`src/rtl/pacoblaze_alu_arbiter_if.sv`:
```
// Request/response bundle between two ALU requesters and the shared-ALU arbiter.
// The master side drives requests and drains results; the slave side is the arbiter.
interface pacoblaze_alu_arbiter_if #(
    parameter int OPW = 4,
    parameter int DW  = 8
);
    logic           r0_valid;
    logic           r0_ready;
    logic           r0_lock;
    logic           r0_fe;
    logic [OPW-1:0] r0_operation;
    logic [2:0]     r0_shift_operation;
    logic           r0_shift_direction;
    logic           r0_shift_constant;
    logic [DW-1:0]  r0_a;
    logic [DW-1:0]  r0_b;

    logic           r1_valid;
    logic           r1_ready;
    logic           r1_lock;
    logic           r1_fe;
    logic [OPW-1:0] r1_operation;
    logic [2:0]     r1_shift_operation;
    logic           r1_shift_direction;
    logic           r1_shift_constant;
    logic [DW-1:0]  r1_a;
    logic [DW-1:0]  r1_b;

    logic           rsp_valid;
    logic           rsp_ready;
    logic           rsp_id;
    logic [DW-1:0]  rsp_result;
    logic           rsp_carry;
    logic           rsp_zero;

    logic           carry0;
    logic           zero0;
    logic           carry1;
    logic           zero1;

    modport master (
        output r0_valid, r0_lock, r0_fe, r0_operation, r0_shift_operation,
               r0_shift_direction, r0_shift_constant, r0_a, r0_b,
        output r1_valid, r1_lock, r1_fe, r1_operation, r1_shift_operation,
               r1_shift_direction, r1_shift_constant, r1_a, r1_b,
        output rsp_ready,
        input  r0_ready, r1_ready,
        input  rsp_valid, rsp_id, rsp_result, rsp_carry, rsp_zero,
        input  carry0, zero0, carry1, zero1
    );

    modport slave (
        input  r0_valid, r0_lock, r0_fe, r0_operation, r0_shift_operation,
               r0_shift_direction, r0_shift_constant, r0_a, r0_b,
        input  r1_valid, r1_lock, r1_fe, r1_operation, r1_shift_operation,
               r1_shift_direction, r1_shift_constant, r1_a, r1_b,
        input  rsp_ready,
        output r0_ready, r1_ready,
        output rsp_valid, rsp_id, rsp_result, rsp_carry, rsp_zero,
        output carry0, zero0, carry1, zero1
    );
endinterface

```
`src/rtl/pacoblaze_alu_arbiter.sv`:
```
// Two requesters share one PacoBlaze-style ALU: round-robin grant with lockable
// multi-byte chains, a one-deep result register and a flag context per requester.

module pacoblaze_alu #(
    parameter int OPW = 4,
    parameter int DW  = 8
) (
    input  logic [OPW-1:0] operation,
    input  logic [2:0]     shift_operation,
    input  logic           shift_direction,
    input  logic           shift_constant,
    input  logic [DW-1:0]  operand_a,
    input  logic [DW-1:0]  operand_b,
    input  logic           carry_in,
    output logic [DW-1:0]  result,
    output logic           carry_out,
    output logic           zero_out
);
    localparam logic [OPW-1:0] OP_LOAD  = OPW'(0);
    localparam logic [OPW-1:0] OP_AND   = OPW'(1);
    localparam logic [OPW-1:0] OP_OR    = OPW'(2);
    localparam logic [OPW-1:0] OP_XOR   = OPW'(3);
    localparam logic [OPW-1:0] OP_ADD   = OPW'(4);
    localparam logic [OPW-1:0] OP_ADDCY = OPW'(5);
    localparam logic [OPW-1:0] OP_SUB   = OPW'(6);
    localparam logic [OPW-1:0] OP_SUBCY = OPW'(7);
    localparam logic [OPW-1:0] OP_SHIFT = OPW'(8);

    logic [DW:0] sum;
    logic        fill;

    // NOTE: every output gets a default first so no path leaves it unassigned (no latch).
    always_comb begin
        sum       = '0;
        fill      = shift_constant;
        result    = operand_b;
        carry_out = 1'b0;
        case (operation)
            OP_LOAD:  result = operand_b;
            OP_AND:   result = operand_a & operand_b;
            OP_OR:    result = operand_a | operand_b;
            OP_XOR:   result = operand_a ^ operand_b;
            OP_ADD: begin
                sum = {1'b0, operand_a} + {1'b0, operand_b};
                {carry_out, result} = sum;
            end
            OP_ADDCY: begin
                sum = {1'b0, operand_a} + {1'b0, operand_b} + {{DW{1'b0}}, carry_in};
                {carry_out, result} = sum;
            end
            OP_SUB: begin
                sum = {1'b0, operand_a} - {1'b0, operand_b};
                {carry_out, result} = sum;
            end
            OP_SUBCY: begin
                sum = {1'b0, operand_a} - {1'b0, operand_b} - {{DW{1'b0}}, carry_in};
                {carry_out, result} = sum;
            end
            OP_SHIFT: begin
                // shift_operation: 1 = fill from carry, 2 = rotate, 3 = replicate edge bit
                case (shift_operation)
                    3'd1:    fill = carry_in;
                    3'd2:    fill = shift_direction ? operand_a[0] : operand_a[DW-1];
                    3'd3:    fill = shift_direction ? operand_a[DW-1] : operand_a[0];
                    default: fill = shift_constant;
                endcase
                if (shift_direction) begin
                    result    = {fill, operand_a[DW-1:1]};
                    carry_out = operand_a[0];
                end else begin
                    result    = {operand_a[DW-2:0], fill};
                    carry_out = operand_a[DW-1];
                end
            end
            default:  result = operand_b;
        endcase
        zero_out = (result == '0);
    end
endmodule

module pacoblaze_alu_arbiter #(
    parameter int OPW = 4,
    parameter int DW  = 8
) (
    input  logic                    clk,
    input  logic                    reset_n,
    pacoblaze_alu_arbiter_if.slave  bus
);
    typedef enum logic [1:0] {
        OPEN  = 2'd0,
        LOCK0 = 2'd1,
        LOCK1 = 2'd2
    } arb_state_e;

    arb_state_e    state_q;
    logic          last_q;
    logic          rsp_valid_q;
    logic          rsp_id_q;
    logic [DW-1:0] rsp_result_q;
    logic          rsp_carry_q;
    logic          rsp_zero_q;
    logic [1:0]    carry_q;
    logic [1:0]    zero_q;

    logic           grant;
    logic           space;
    logic           handshake;
    logic [OPW-1:0] sel_operation;
    logic [2:0]     sel_shift_operation;
    logic           sel_shift_direction;
    logic           sel_shift_constant;
    logic [DW-1:0]  sel_a;
    logic [DW-1:0]  sel_b;
    logic           sel_lock;
    logic           sel_fe;
    logic [DW-1:0]  alu_result;
    logic           alu_carry;
    logic           alu_zero;

    always_comb begin
        grant = 1'b0;
        case (state_q)
            LOCK0:   grant = 1'b0;
            LOCK1:   grant = 1'b1;
            default: grant = (bus.r0_valid & bus.r1_valid) ? ~last_q : bus.r1_valid;
        endcase
    end

    // Ready is gated by reset_n so nothing is accepted while reset is held.
    assign space        = ~rsp_valid_q | bus.rsp_ready;
    assign bus.r0_ready = reset_n & ~grant & bus.r0_valid & space;
    assign bus.r1_ready = reset_n &  grant & bus.r1_valid & space;
    assign handshake    = bus.r0_ready | bus.r1_ready;

    always_comb begin
        if (grant) begin
            sel_operation       = bus.r1_operation;
            sel_shift_operation = bus.r1_shift_operation;
            sel_shift_direction = bus.r1_shift_direction;
            sel_shift_constant  = bus.r1_shift_constant;
            sel_a               = bus.r1_a;
            sel_b               = bus.r1_b;
            sel_lock            = bus.r1_lock;
            sel_fe              = bus.r1_fe;
        end else begin
            sel_operation       = bus.r0_operation;
            sel_shift_operation = bus.r0_shift_operation;
            sel_shift_direction = bus.r0_shift_direction;
            sel_shift_constant  = bus.r0_shift_constant;
            sel_a               = bus.r0_a;
            sel_b               = bus.r0_b;
            sel_lock            = bus.r0_lock;
            sel_fe              = bus.r0_fe;
        end
    end

    pacoblaze_alu #(.OPW(OPW), .DW(DW)) u_alu (
        .operation       (sel_operation),
        .shift_operation (sel_shift_operation),
        .shift_direction (sel_shift_direction),
        .shift_constant  (sel_shift_constant),
        .operand_a       (sel_a),
        .operand_b       (sel_b),
        .carry_in        (carry_q[grant]),
        .result          (alu_result),
        .carry_out       (alu_carry),
        .zero_out        (alu_zero)
    );

    // NOTE: sequential state uses non-blocking assignments so all registers update together.
    always_ff @(posedge clk or negedge reset_n) begin
        if (!reset_n) begin
            state_q      <= OPEN;
            last_q       <= 1'b1;
            rsp_valid_q  <= 1'b0;
            rsp_id_q     <= 1'b0;
            rsp_result_q <= '0;
            rsp_carry_q  <= 1'b0;
            rsp_zero_q   <= 1'b0;
            carry_q      <= '0;
            zero_q       <= '0;
        end else if (handshake) begin
            rsp_valid_q  <= 1'b1;
            rsp_id_q     <= grant;
            rsp_result_q <= alu_result;
            rsp_carry_q  <= alu_carry;
            rsp_zero_q   <= alu_zero;
            last_q       <= grant;
            state_q      <= !sel_lock ? OPEN : (grant ? LOCK1 : LOCK0);
            if (sel_fe) begin
                carry_q[grant] <= alu_carry;
                zero_q[grant]  <= alu_zero;
            end
        end else if (bus.rsp_ready) begin
            rsp_valid_q <= 1'b0;
        end
    end

    assign bus.rsp_valid  = rsp_valid_q;
    assign bus.rsp_id     = rsp_id_q;
    assign bus.rsp_result = rsp_result_q;
    assign bus.rsp_carry  = rsp_carry_q;
    assign bus.rsp_zero   = rsp_zero_q;
    assign bus.carry0     = carry_q[0];
    assign bus.zero0      = zero_q[0];
    assign bus.carry1     = carry_q[1];
    assign bus.zero1      = zero_q[1];
endmodule
```
`src/flat_wrapper.sv`:
```
// flat-port wrapper written by rule: the top's interface ports become plain ports
module pacoblaze_alu_arbiter_flat 
#(
    parameter int OPW = 4,
    parameter int DW  = 8
)
  (clk, reset_n, bus_r0_valid, bus_r0_lock, bus_r0_fe, bus_r0_operation, bus_r0_shift_operation, bus_r0_shift_direction, bus_r0_shift_constant, bus_r0_a, bus_r0_b, bus_r1_valid, bus_r1_lock, bus_r1_fe, bus_r1_operation, bus_r1_shift_operation, bus_r1_shift_direction, bus_r1_shift_constant, bus_r1_a, bus_r1_b, bus_rsp_ready, bus_r0_ready, bus_r1_ready, bus_rsp_valid, bus_rsp_id, bus_rsp_result, bus_rsp_carry, bus_rsp_zero, bus_carry0, bus_zero0, bus_carry1, bus_zero1);
  pacoblaze_alu_arbiter_if #(.OPW(OPW), .DW(DW)) bus_i ();
  input  logic clk;
  input  logic reset_n;
  input wire logic [$bits(bus_i.r0_valid)-1:0] bus_r0_valid;
  input wire logic [$bits(bus_i.r0_lock)-1:0] bus_r0_lock;
  input wire logic [$bits(bus_i.r0_fe)-1:0] bus_r0_fe;
  input wire logic [$bits(bus_i.r0_operation)-1:0] bus_r0_operation;
  input wire logic [$bits(bus_i.r0_shift_operation)-1:0] bus_r0_shift_operation;
  input wire logic [$bits(bus_i.r0_shift_direction)-1:0] bus_r0_shift_direction;
  input wire logic [$bits(bus_i.r0_shift_constant)-1:0] bus_r0_shift_constant;
  input wire logic [$bits(bus_i.r0_a)-1:0] bus_r0_a;
  input wire logic [$bits(bus_i.r0_b)-1:0] bus_r0_b;
  input wire logic [$bits(bus_i.r1_valid)-1:0] bus_r1_valid;
  input wire logic [$bits(bus_i.r1_lock)-1:0] bus_r1_lock;
  input wire logic [$bits(bus_i.r1_fe)-1:0] bus_r1_fe;
  input wire logic [$bits(bus_i.r1_operation)-1:0] bus_r1_operation;
  input wire logic [$bits(bus_i.r1_shift_operation)-1:0] bus_r1_shift_operation;
  input wire logic [$bits(bus_i.r1_shift_direction)-1:0] bus_r1_shift_direction;
  input wire logic [$bits(bus_i.r1_shift_constant)-1:0] bus_r1_shift_constant;
  input wire logic [$bits(bus_i.r1_a)-1:0] bus_r1_a;
  input wire logic [$bits(bus_i.r1_b)-1:0] bus_r1_b;
  input wire logic [$bits(bus_i.rsp_ready)-1:0] bus_rsp_ready;
  output wire logic [$bits(bus_i.r0_ready)-1:0] bus_r0_ready;
  output wire logic [$bits(bus_i.r1_ready)-1:0] bus_r1_ready;
  output wire logic [$bits(bus_i.rsp_valid)-1:0] bus_rsp_valid;
  output wire logic [$bits(bus_i.rsp_id)-1:0] bus_rsp_id;
  output wire logic [$bits(bus_i.rsp_result)-1:0] bus_rsp_result;
  output wire logic [$bits(bus_i.rsp_carry)-1:0] bus_rsp_carry;
  output wire logic [$bits(bus_i.rsp_zero)-1:0] bus_rsp_zero;
  output wire logic [$bits(bus_i.carry0)-1:0] bus_carry0;
  output wire logic [$bits(bus_i.zero0)-1:0] bus_zero0;
  output wire logic [$bits(bus_i.carry1)-1:0] bus_carry1;
  output wire logic [$bits(bus_i.zero1)-1:0] bus_zero1;
  assign bus_i.r0_valid = bus_r0_valid;
  assign bus_i.r0_lock = bus_r0_lock;
  assign bus_i.r0_fe = bus_r0_fe;
  assign bus_i.r0_operation = bus_r0_operation;
  assign bus_i.r0_shift_operation = bus_r0_shift_operation;
  assign bus_i.r0_shift_direction = bus_r0_shift_direction;
  assign bus_i.r0_shift_constant = bus_r0_shift_constant;
  assign bus_i.r0_a = bus_r0_a;
  assign bus_i.r0_b = bus_r0_b;
  assign bus_i.r1_valid = bus_r1_valid;
  assign bus_i.r1_lock = bus_r1_lock;
  assign bus_i.r1_fe = bus_r1_fe;
  assign bus_i.r1_operation = bus_r1_operation;
  assign bus_i.r1_shift_operation = bus_r1_shift_operation;
  assign bus_i.r1_shift_direction = bus_r1_shift_direction;
  assign bus_i.r1_shift_constant = bus_r1_shift_constant;
  assign bus_i.r1_a = bus_r1_a;
  assign bus_i.r1_b = bus_r1_b;
  assign bus_i.rsp_ready = bus_rsp_ready;
  assign bus_r0_ready = bus_i.r0_ready;
  assign bus_r1_ready = bus_i.r1_ready;
  assign bus_rsp_valid = bus_i.rsp_valid;
  assign bus_rsp_id = bus_i.rsp_id;
  assign bus_rsp_result = bus_i.rsp_result;
  assign bus_rsp_carry = bus_i.rsp_carry;
  assign bus_rsp_zero = bus_i.rsp_zero;
  assign bus_carry0 = bus_i.carry0;
  assign bus_zero0 = bus_i.zero0;
  assign bus_carry1 = bus_i.carry1;
  assign bus_zero1 = bus_i.zero1;
  pacoblaze_alu_arbiter #(.OPW(OPW), .DW(DW)) u_core (.clk(clk), .reset_n(reset_n), .bus(bus_i));
endmodule
```
`config.mk`:
```
export PLATFORM = sky130hd
export DESIGN_NAME = pacoblaze_alu_arbiter_flat
export DESIGN_NICKNAME = d
export VERILOG_FILES = /design/src/rtl/pacoblaze_alu_arbiter_if.sv /design/src/rtl/pacoblaze_alu_arbiter.sv /design/src/flat_wrapper.sv
export SDC_FILE = /design/constraint.sdc
export NUM_CORES = 1
export LEC_CHECK = 0
export BUFFER_PORTS_ARGS = -buffer_cell sky130_fd_sc_hd__buf_2
export CORE_MARGIN = 4
export CORE_UTILIZATION = 57
export CTS_CLUSTER_DIAMETER = 100
export DETAILED_ROUTE_END_ITERATION = 8
export PLACE_DENSITY = 0.82
export SYNTH_ARGS = -nofsm -noshare
export SYNTH_HDL_FRONTEND = slang
export SYNTH_SLANG_ARGS = --single-unit
export TNS_END_PERCENT = 30
```
`constraint.sdc`:
```
create_clock -name clk -period 7.35 [get_ports clk]
set_clock_uncertainty 0.05 [all_clocks]
set_input_delay 0.735 -clock clk [delete_from_list [all_inputs] [get_ports clk]]
set_output_delay 0.735 -clock clk [all_outputs]
set_load 0.01 [all_outputs]
```
Word-level counts from Yosys, hierarchy flattened
Index checks and enable logic that the tools add are counted.
- word-level logic and storage cells: 73
- bits of input ports: 59
- register bits after elaboration: 19
- bitwise gates (word level): 15
- add/sub/neg operators: 4
- reductions and logical operators: 4
- mux-type cells: 26
- $lt $le $gt $ge: 2
- equal/unequal tests: 13
- operator list (kind ; count):
    $pmux W8 S8 ; 1
    $mux W8 ; 3
    $eq A4 B3 Y1 const B ; 4
    $mux W1 ; 12
    $add A8 B8 Y9 ; 1
    $add A9 B1 Y9 ; 1
    $sub A8 B8 Y9 ; 1
    $sub A9 B1 Y9 ; 1
    $and A8 B8 Y8 ; 1
    $eq A4 B2 Y1 const B ; 2
    $logic_not A8 Y1 ; 1
    $or A8 B8 Y8 ; 1
    $xor A8 B8 Y8 ; 1
    $and A1 B1 Y1 ; 7
    $eq A3 B2 Y1 const B ; 2
    $pmux W1 S5 ; 1
    $bwmux W2 ; 2
    $eq A4 B1 Y1 const B ; 1
    $eq A4 B4 Y1 const B ; 1
    $mux W2 ; 2
    $mux W4 ; 1
    $eq A3 B1 Y1 const B ; 1
    $mux W3 ; 1
    $not A1 Y1 ; 3
    11 further kinds ; 12

Longest topological paths before layout
Gate-level depths: netlist of the first run.
- depth in word-level cells: 10
- depth in mapped cells: 23
- gate-level depth less buffers: 19

Modules after synthesis
From an unflattened synthesis of the first run, not the netlist that was laid out.
- cell total of the unflattened synthesis: 367
- area, all modules: 3209.3 µm²
- by module, submodules not included (module ; cells an instance ; area each (µm²) ; seq. area each (µm²) ; instances):
    pacoblaze_alu ; 277 ; 2035.7 ; 0.0 ; 1
    pacoblaze_alu_arbiter ; 90 ; 1173.6 ; 476.7 ; 1

Worst setup path after synthesis of the first run
Ideal clock, no wire load.
- kind: input to register
- start: input port bus_r1_valid
- end: register u_core.rsp_zero_q, in the netlist u_core.bus.rsp_zero
- path slack: 2.232 ns
- path buffers: 4
- stages: 20
- arrival time: 5.001 ns
- data required time: 7.234 ns
- cell sequence: a21boi_2 -> a21o_1 -> buf_6 -> buf_2 -> clkbuf_1 -> buf_1 -> nand2_1 -> nand2_1 -> ha_1 -> inv_1 -> fa_1 -> nor2b_1 -> a2111oi_0 -> o21ai_0 -> nand3_1 -> nor3b_2 -> xor2_1 -> o221ai_1 -> a2111oi_2 -> mux2_1
- cells in the longest elaborated chain, start to end: 9
- elaborated cells between the ends (all ways): 43
- those cells by class: 4 x add/sub; 11 x eq/ne; 15 x mux; 12 x bitwise; 1 x reduce/logical
- ends and longest elaborated chain (what ; line ; RTL):
    start, declared ; flat_wrapper.sv:20 ; input wire logic [$bits(bus_i.r1_valid)-1:0] bus_r1_valid;
    parallel branches: the longest is 9 deep, another holds $sub A8 B8 Y9 ; - ;
    end signal, assigned ; pacoblaze_alu_arbiter.sv:187 ; rsp_zero_q <= alu_zero;
    end, declared ; pacoblaze_alu_arbiter.sv:101 ; logic rsp_zero_q;
Parallel ways; which one is timed is not known. The select of a mux whose other input is x is not followed.
A chain may end at the register's enable or synchronous reset.

Worst setup path in the final report of the first run
- start: register u_core.state_q[0]
- end: register u_core.zero_q[1]
- cells in the longest elaborated chain, start to end: 9
- elaborated cells between the ends (all ways): 51
- those cells by class: 4 x add/sub; 2 x order compare; 13 x eq/ne; 18 x mux; 11 x bitwise; 3 x reduce/logical
- ends and longest elaborated chain (what ; line ; RTL):
    start, declared ; pacoblaze_alu_arbiter.sv:95 ; arb_state_e state_q;
    start signal, assigned ; pacoblaze_alu_arbiter.sv:189 ; state_q <= !sel_lock ? OPEN : (grant ? LOCK1 : LOCK0);
    $eq A2 B2 Y1 / $eq A2 B1 Y1 (equally long branches) ; pacoblaze_alu_arbiter.sv:122 ; case (state_q)
    $pmux W1 S2 * ; pacoblaze_alu_arbiter.sv:122 ;
    parallel branches: the longest is 7 deep, another holds $sub A8 B8 Y9 ; - ;
    end signal, assigned by index ; pacoblaze_alu_arbiter.sv:192 ; zero_q[grant] <= alu_zero;
    end, declared ; pacoblaze_alu_arbiter.sv:103 ; logic [1:0] zero_q;
Every way passes the cells marked *. The select of a mux whose other input is x is not followed.

==> metrics, run 1 <==
outcome finished clean; Net Count, Synth 566; Worst Hold Class input port to asynchronous set/reset pin; placed cells about 610; Hold Buf Count CTS 0; post-synthesis simple-gate area fraction between 20% and 30%; Fin. Hold Viols 0; wire length per cell approximately 21 microns; Final min period slightly below 6 ns; setup violators final 0; CP max FO 31; post-route setup TNS 0 ns; CTS clk-pin slew, worst paths around 0.080 ns; crit path DAT a little under 6 ns; Max stage delay on crit path between 0.6 and 0.7 ns; Ys Warns 0; sequential-to-total area share from yosys stat between 10 and 15%; Final Instance Area roughly 4100 sq um; Cell Count, Final, Fillers Out approximately 610; vias in the first global route ~3700; total design power between 1500 and 2000 uW; DIE WIDTH slightly below 90 microns; Crit path required time around 7.5 ns; drt pass-1 iters 6; Via Count 4120; PD cells 455 nW/um^2; total grt overflow 0; Netlist cell types 76; layout cells sized above 1 approximately 22%; cell taking the most area after synthesis dfrtp_1; Cells after Synth around 480; gpl congestion between 1 and 1.5; Mean Syn Cell Area 7.68 sq um; post-synthesis mux area share 14.4%; max-cap violation count 0; largest family of logic cells by synthesized area compound AO/OA/AOI/OAI gates; period utilization 79.1%; first-pass GRT wire length slightly below 20 mm; EDFF count, synth 0; Initial DRC Count between 400 and 500; nets roughly 630; r2r endpoint u_core.zero_q[1]$_DFFE_PN0P_; clock root cell clkbuf_8; ys flop type dfrtp_1; CP max stage cell a2111oi_0; Post-CTS Setup Bufs 0; P_leak ~0.0019 uW; CP Cell Sequence inv_1 > ha_1 > nor2b_2 > a21o_2 > mux2i_1 > ha_1 > inv_1 > fa_1 > nor2b_1 > a2111oi_0 > o21ai_0 > nand3_1 > nor3b_2 > xor2_1 > o221ai_1 > a2111oi_2 > mux2_1; post-synthesis compound-gate area fraction 25.8%; max-slew violations 0; initial antenna violation count 0; final wirelength 12.6 mm; clock sink total 19; largest net degree at the start of global routing 32; crit path capture type flip-flop; crit path from u_core.state_q[0]$_DFFE_PN0P_; Post-DP Area slightly above 4000 sq um; Bufs on Longest Clock Path 2; Worst slew margin about a fifth; die area 7790 sq um; XOR/XNOR share of the synthesized area 5.45%; GRT Total Usage between 30% and 40%; RSZ-0062 raised after global routing no; FMAX between 150 and 200 MHz; Startpoint Class flip-flop; DRC 0; Starting Density between 60% and 70%; # rows 28; Reg2Reg Depth 17; ANT nets after route 0; routed vias/inst ~6.7; Vert. Die Dim around 88 microns; VDD IR max 0.329 mV; Worst Max-Slew Pin Slew about 1.2 ns; number of synthesized register bits 19; post_cts resized 0; Crit Path Class flip-flop to flip-flop; I/O pin total between 70 and 80; post-synth top area share between 10% and 20%; FF-to-FF Start u_core.state_q[0]$_DFFE_PN0P_; TritonCTS clock tree yes; Diodes inserted 0; TritonCTS Buffers 3; worst reg2reg setup slack 1.53 ns; fillcell total between 500 and 600; H-tree depth 1; top post-synthesis cells by count nand2_1, mux2i_1, inv_1, ha_1, nor2_1; register area about 480 sq um; top-count cell post-synth nand2_1; port bufs 76; Core Region between 6000 and 7000 sq um; Synth area leaders dfrtp_1, mux2i_1, ha_1; area taken by multi-input logic gates around 3000 sq um; Detail Placement HPWL between 9 and 10 mm; asr flop ratio synth 100%; area share of fa/ha/maj cells after synthesis between 10 and 15%; Cell Area, Synth 3670 sq um; Clk Latency, worst-skew pair between 0.2 and 0.3 ns; Layout area overhead 12.2%
[worst max-delay path by stage]
stage	to	slack, ns	cells past startpoint
after floorplan	u_core.bus.rsp_zero$_DFFE_PN0P_	2.23	20
after global routing	u_core.zero_q[1]$_DFFE_PN0P_	1.09	17
after global placement	u_core.bus.rsp_zero$_DFFE_PN0P_	1.85	15
after CTS	u_core.zero_q[1]$_DFFE_PN0P_	1.68	17
after detailed placement	u_core.zero_q[1]$_DFFE_PN0P_	1.59	16
final	u_core.zero_q[1]$_DFFE_PN0P_	1.53	17
[cells in the final DEF (no fill, tap or decap), types with 4 or more instances in the layout]
cell	count
a2111oi_0	5
a211oi_1	4
a21o_1	7
a21oi_1	19
a31oi_1	6
and3_1	5
buf_2	76
buf_4	4
dfrtp_1	18
ha_1	27
inv_1	33
mux2_2	12
mux2i_1	36
nand2_1	60
nand2b_1	9
nand3_1	10
nand4_1	6
nor2_1	24
nor2b_1	16
nor3_1	14
nor3b_1	4
o2111ai_1	5
o21ai_0	21
o22ai_1	5
o311a_1	4
xnor2_1	16
xor2_1	5
[stage by stage]
step / util (%) / setup slack (ns) / hold slack [ns]
3_3_place_gp: 66.8 / 1.85 / 0.409
3_5_place_dp: 66.8 / 1.59 / 0.425
4_1_cts: 67.6 / 1.68 / 0.376
6_report: 67.6 / 1.53 / 0.365
2_1_floorplan: - / 2.23 / 0.389
5_1_grt: 67.6 / 1.09 / 0.395
[kinds of logic after synthesis]
kind of cell | after synthesis
muxes | 51
and+or+nand+nor | 175
buffers and inverters | 58
adders and majority gates | 29
DFF | 19
xor gates and xnor gates | 22
AOI/OAI and AO/OA | 124
[area by class of cell]
class | count | area share, %
Clock buffer | 3 | 1.00
Inverter | 33 | 3.01
Timing Repair Buffer | 80 | 9.96
Sequential cell | 19 | 11.6
Tap cell | 75 | 2.28
Multi-Input combinational cell | 401 | 72.1
Clock inverter | 1 | 0.122
[flip-flops by register name, summed over array words and instances, names as in the netlist]
name and flops:
u_core.last_q 1, u_core.bus.rsp_valid 1, u_core.bus.rsp_id 1, u_core.bus.rsp_carry 1
u_core.zero_q 2, u_core.carry_q 2, u_core.bus.rsp_result 8, u_core.bus.rsp_zero 1
u_core.state_q 2
[critical path: cells and delay by family, from the launching register on]
kind	cells	cell delay [ns]
flip-flops	1	0.36
multiplexers	2	0.70
AO/OA/AOI/OAI	5	2.25
adder cells (fa/ha/maj)	3	1.16
XOR/XNOR	1	0.21
buffers and inverters	2	0.12
AND/OR/NAND/NOR	4	0.88
[per-layer routing]
| metal | track usage (%) | wire, microns |
|---|---|---|
| met2 | 48.7 | 5540 |
| met3 | 7.73 | 1330 |
| met4 | 6.18 | 278 |
| met5 | 0 | 0 |
| met1 | 45.8 | 5430 |
[report_power, final]
part           switching, uW  internal, uW
sequential              26.7           149
combinational           1010           614
clock                   37.7          37.8
total                   1070           801
No activity file was read; power rests on OpenSTA's default activity.
==> run 2, diff against run 1 <==
Settings changed: ABC_AREA set to 1.
Clock period 7.35 ns to 5.4 ns, I/O delays scaled along.
==> run 2 against run 1 <==
  * Critical path depth increased by 4
  * Worst hold slack got worse by 0.20 ns
  * Die area is 3.6% lower
  * Final cell count rose by 24%
  * Fmax up 25%
  * Core utilization is 1.3 points lower
  * Total power is 49% higher
  * Combinational power increased by 51%
  * Highest routed layer unchanged
==> metrics, run 2 <==
outcome finished clean; cell taking the most area after synthesis nand2_1; Worst Hold Class input port to asynchronous set/reset pin; met2 wire length a little under 5 mm; first-pass GRT wire length roughly 18 mm; largest net degree at the start of global routing 50; ANT nets after route 0; Layout area overhead 11.9%; Reg2Reg Depth 21; post-synth top area share between 20% and 30%; FMAX between 200 and 250 MHz; gpl congestion 1.07; die area 7510 sq um; Worst Max-Slew Pin Slew roughly 0.73 ns; Hold Buf Count CTS 0; layout cells sized above 1 between 10% and 20%; period utilization a little under nine tenths; Detail Placement HPWL between 9 and 10 mm; dpl ws around 0.83 ns; met3 WL approximately 840 microns; CP max stage cell o21ai_0; Ys Warns 0; CTS clk-pin slew, worst paths roughly 0.08 ns; clock root cell clkbuf_8; Clk Latency, worst-skew pair 0.26 ns; Post-CTS Setup Bufs 0; TritonCTS clock tree yes; post_cts resized 0; ys flop type dfrtp_1; routed vias/inst roughly 5.5; r2r endpoint u_core.zero_q[1]$_DFFE_PN0P_; Via Count between 4000 and 5000; max-slew violations 0; EDFF count, synth 0; nets between 700 and 800; Cells after Synth 620; Worst Path Buf+Inv 3; commonest cells after routing, fill and taps aside nand2_1, inv_1, buf_2; max reg flops 8; RSZ-0062 raised after global routing no; H-tree depth 1; P_leak 0.00237 uW; utilization after layout between 60 and 70%; drt pass-1 iters 7; CP Cell Sequence ha_1 > inv_1 > nand2_2 > nand2_4 > o21ai_0 > ha_1 > inv_1 > fa_1 > xnor2_1 > nand3_1 > inv_1 > nand3_1 > nand2_1 > nor2_1 > nor2_1 > nand3_1 > a21oi_2 > nand3_2 > nor2_4 > nand4_1 > nand2_1; setup violators final 0; post-route setup TNS 0 ns; initial antenna violation count 0; # rows 28; crit path DAT 4.82 ns; met1 wire length 4.93 mm; DRC 0; Starting Density between 50% and 60%; Crit Path Class flip-flop to flip-flop; final wirelength between 10 and 15 mm; Worst slew margin between 50% and 60%; worst reg2reg setup slack between 0.7 and 0.8 ns; VDD IR max 0.444 mV; sequential-to-total area share from yosys stat 13.5%; CP max FO 49; Crit path required time roughly 5.6 ns; number of synthesized register bits 19; crit path capture type flip-flop; TritonCTS Buffers 3; Netlist cell types 38; Startpoint Class flip-flop; Net Count, Synth 708; total grt overflow 0; Diodes inserted 0; Synth area leaders nand2_1, dfrtp_1, nand3_1; asr flop ratio synth between 90% and 100%; I/O pin total 77; final worst slack around 0.74 ns; max layer used met4; Mean Syn Cell Area roughly 5.7 sq um; Fin. Hold Viols 0; Vert. Die Dim between 80 and 90 microns; port bufs 76; DIE WIDTH 86.7 microns; FF-to-FF Start u_core.state_q[1]$_DFFE_PN0P_; Cell Area, Synth 3530 sq um; Final min period roughly 4.7 ns; Initial DRC Count ~290; top-count cell post-synth nand2_1; crit-path leading delay family simple AND/OR/NAND/NOR gates; max-cap violation count 0; top post-synthesis cells by count nand2_1, inv_1, nand3_1, nor2_1, o21ai_0; PD cells slightly above 700 nW/um^2; commonest non-fill, non-tap cell in the layout nand2_1; wire length per cell 14.7 microns; Max stage delay on crit path 0.58 ns; GRT Total Usage between 20% and 30%; clock sink total 19; vias in the first global route 3795; Core Region just under 6000 sq um; Bufs on Longest Clock Path 2
-- run 2: area by class of cell --
| type | instances | area (sq um) |
|---|---|---|
| Tap cell | 75 | 93.8 |
| Sequential cell | 19 | 477 |
| Clock buffer | 4 | 45.0 |
| Timing Repair Buffer | 76 | 380 |
| Multi-Input combinational cell | 495 | 2600 |
| Fill cell | 603 | 2010 |
| Inverter | 92 | 345 |
-- run 2: report_power, final --
part / internal [uW] / switching (uW)
clock network: 52.6 / 52.0
logic: 737 / 1710
registers: 201 / 30.4
-- run 2: how the worst max path moves through the flow --
stage                                  start                         endpoint  slack [ns]  cells after the start
6_report       u_core.state_q[1]$_DFFE_PN0P_     u_core.zero_q[1]$_DFFE_PN0P_        0.74                     21
3_3_place_gp   u_core.state_q[1]$_DFFE_PN0P_     u_core.zero_q[1]$_DFFE_PN0P_        1.03                     21
4_1_cts        u_core.state_q[1]$_DFFE_PN0P_  u_core.bus.rsp_zero$_DFFE_PN0P_        0.81                     21
2_1_floorplan  u_core.state_q[1]$_DFFE_PN0P_  u_core.bus.rsp_zero$_DFFE_PN0P_        1.62                     27
3_5_place_dp   u_core.state_q[1]$_DFFE_PN0P_  u_core.bus.rsp_zero$_DFFE_PN0P_        0.83                     21
5_1_grt        u_core.state_q[1]$_DFFE_PN0P_     u_core.zero_q[1]$_DFFE_PN0P_        0.48                     21
-- run 2: routing by layer --
layer,vias to the layer above,global-route usage [%]
met3,36,3.33
li1,2104,-
met5,-,0
met4,0,10.3
met1,1868,41.1
met2,198,47.4
-- run 2: stage by stage --
stage | cell area (sq um) | hold WS, ns | total power, uW | instances
2_1_floorplan | 3530 | 0.194 | 2080 | 620
3_3_place_gp | 3900 | 0.409 | 2570 | 757
3_5_place_dp | 3900 | 0.412 | 2620 | 757
4_1_cts | 3950 | 0.178 | 2730 | 761
5_1_grt | 3950 | 0.197 | 3070 | 761
6_report | 3950 | 0.167 | 2780 | 761
-- run 2: kinds of logic after synthesis --
group,share of synthesized area [%]
and+or+nand+nor,53.7
adders and majority gates,10.7
xor gates and xnor gates,0.497
DFF,13.5
AOI/OAI and AO/OA,8.91
buffers and inverters,12.6
==> run 3, diff against run 2 <==
Settings changed: CORE_ASPECT_RATIO set to 0.8, SKIP_CTS_REPAIR_TIMING set to 1.
==> run 3 against run 2 <==
  * Core utilization up 0.29 points
  * Sequential power is essentially flat
  * First-iteration DRC count up 34%
  * Die area hardly changed
  * Critical endpoint is now u_core.bus.rsp_zero$_DFFE_PN0P_
  * Total power up 0.19%
  * Fmax up 1.9%
  * Cell area rose by 0.22%
  * Non-clock buffer count unchanged
  * Register-to-register slack better by 0.09 ns
  * Clock power hardly changed
  * Global-route usage grew 0.74 points
==> metrics, run 3 (synthesis results as in run 2) <==
# rows 25; final worst slack 0.824 ns; Vert. Die Dim approximately 78 microns; die area 7520 sq um; gpl congestion 1.10; crit path DAT approximately 4.7 ns; Via Count between 4000 and 5000; Crit Path Class flip-flop to flip-flop; initial antenna violation count 0; FMAX 219 MHz; Detail Placement HPWL between 9 and 10 mm; crit path capture type flip-flop; period utilization a little over four fifths; Startpoint Class flip-flop; commonest cells after routing, fill and taps aside nand2_1, inv_1, buf_2; Final Instance Area ~4000 sq um; post-route setup TNS 0 ns; Crit path required time around 5.6 ns; Diodes inserted 0; ANT nets after route 0; first-pass GRT wire length 18.3 mm; Hold WS roughly 0.18 ns; RSZ-0062 raised after global routing no; Initial DRC Count slightly below 400; P_leak between 0.002 and 0.0025 uW; drt pass-1 iters 7; final wirelength approximately 11 mm; CP Cell Sequence ha_1 > inv_1 > nand2_2 > nand2_4 > o21ai_0 > ha_1 > inv_1 > fa_1 > xnor2_1 > nand3_1 > nor2_1 > nand3_1 > nor2_1 > nand3b_1 > nand3_1 > nand2_1 > inv_1 > nor2_4 > nand4_1 > nand2_1; worst reg2reg setup slack roughly 0.8 ns; max-slew violations 0; Worst Max-Slew Pin Slew approximately 0.77 ns; max-cap violation count 0; Post-DP Area approximately 4000 sq um; nets about 780; setup violators final 0; Fin. Hold Viols 0; Clk Latency, worst-skew pair 0.26 ns; Starting Density between 50% and 60%; DIE WIDTH 95.9 microns; Layout area overhead 12.1%; DRC 0; TritonCTS Buffers 3; CP max stage cell o21ai_0; Worst Hold Class input port to asynchronous set/reset pin; max reg flops 8; H-tree depth 1; crit-path leading delay family simple AND/OR/NAND/NOR gates; largest net degree at the start of global routing 50; Bufs on Longest Clock Path 2; Core Region between 5000 and 6000 sq um; outcome finished clean; dpl ws 0.930 ns; layout cells sized above 1 18.2%; CP max FO 49; I/O pin total between 70 and 80; Max stage delay on crit path ~0.57 ns; Final min period around 4.6 ns; vias in the first global route 3885; VDD IR max about 0.32 mV; clock sink total 19; TritonCTS clock tree yes; total grt overflow 0; Worst Path Buf+Inv 3; total design power 2790 uW; commonest non-fill, non-tap cell in the layout nand2_1; clock root cell clkbuf_8; CTS clk-pin slew, worst paths around 0.08 ns; port bufs 76; Worst slew margin slightly below 50%; routed vias/inst around 5.5; GRT Total Usage between 30% and 40%; wire length per cell between 10 and 15 microns; PD cells 705 nW/um^2
==> run 3: cell types whose count changed in the layout (fill, tap and decap cells not counted) <==
cell / previous run / this run
clkbuf_1: 1 / 0
clkinv_2: 0 / 1
==> run 3: layer usage <==
metal | vias up | wire (microns) | share of wire (%) | GRT usage [%]
met5 | - | 0 | 0 | 0
met4 | 0 | 262 | 2.4 | 7.24
met3 | 25 | 1110 | 10 | 4.41
met2 | 224 | 4700 | 42 | 47.0
met1 | 1847 | 5070 | 46 | 44.1
li1 | 2101 | - | - | -
==> run 3: area by class of cell <==
type                    count  area (sq um)
clock buffers               3          41.3
clock inverters             1          5.00
fillers                   593          1990
inverters                  92           345
multi-input cells         495          2600
flip-flops and latches     19           477
well taps                  81           101
repair buffers             76           380
==> run 3: path summary, 6_finish.rpt <==
kind | startpoint | to | depth (start not counted)
setup / recovery | u_core.state_q[1]$_DFFE_PN0P_ | u_core.bus.rsp_zero$_DFFE_PN0P_ | 20
hold / removal | reset_n | u_core.bus.rsp_result[6]$_DFFE_PN0P_ | 1
setup reg to reg | u_core.state_q[1]$_DFFE_PN0P_ | u_core.bus.rsp_zero$_DFFE_PN0P_ | 20
hold reg to reg | u_core.last_q$_DFFE_PN1P_ | u_core.last_q$_DFFE_PN1P_ | 2
max in group asynchronous | reset_n | u_core.last_q$_DFFE_PN1P_ | 1
min in group clk | u_core.last_q$_DFFE_PN1P_ | u_core.last_q$_DFFE_PN1P_ | 2
==> run 3: metrics by stage <==
stage	utilization [%]	cells
after detailed placement	65.7	763
final	66.5	767
after floorplan	-	620
after global placement	65.7	763
after global routing	66.5	767
after CTS	66.5	767
==> run 3: where the power goes <==
group	switching, uW	leakage (uW)	total (uW)	internal, uW
Combinational	1720	0.00210	2450	736
Clock	51.4	0.0000255	103	51.4
Sequential	32.2	0.000244	233	201
Total	1800	0.00237	2790	988
==> run 3: worst reg2reg max path: cells and delay by family (launching register included) <==
| kind | cells | cell delay (ns) |
|---|---|---|
| flip-flops | 1 | 0.40 |
| XOR/XNOR | 1 | 0.35 |
| AND/OR/NAND/NOR | 12 | 1.85 |
| AO/OA/AOI/OAI | 1 | 0.58 |
| adder cells (fa/ha/maj) | 3 | 1.09 |
| buffers and inverters | 3 | 0.21 |
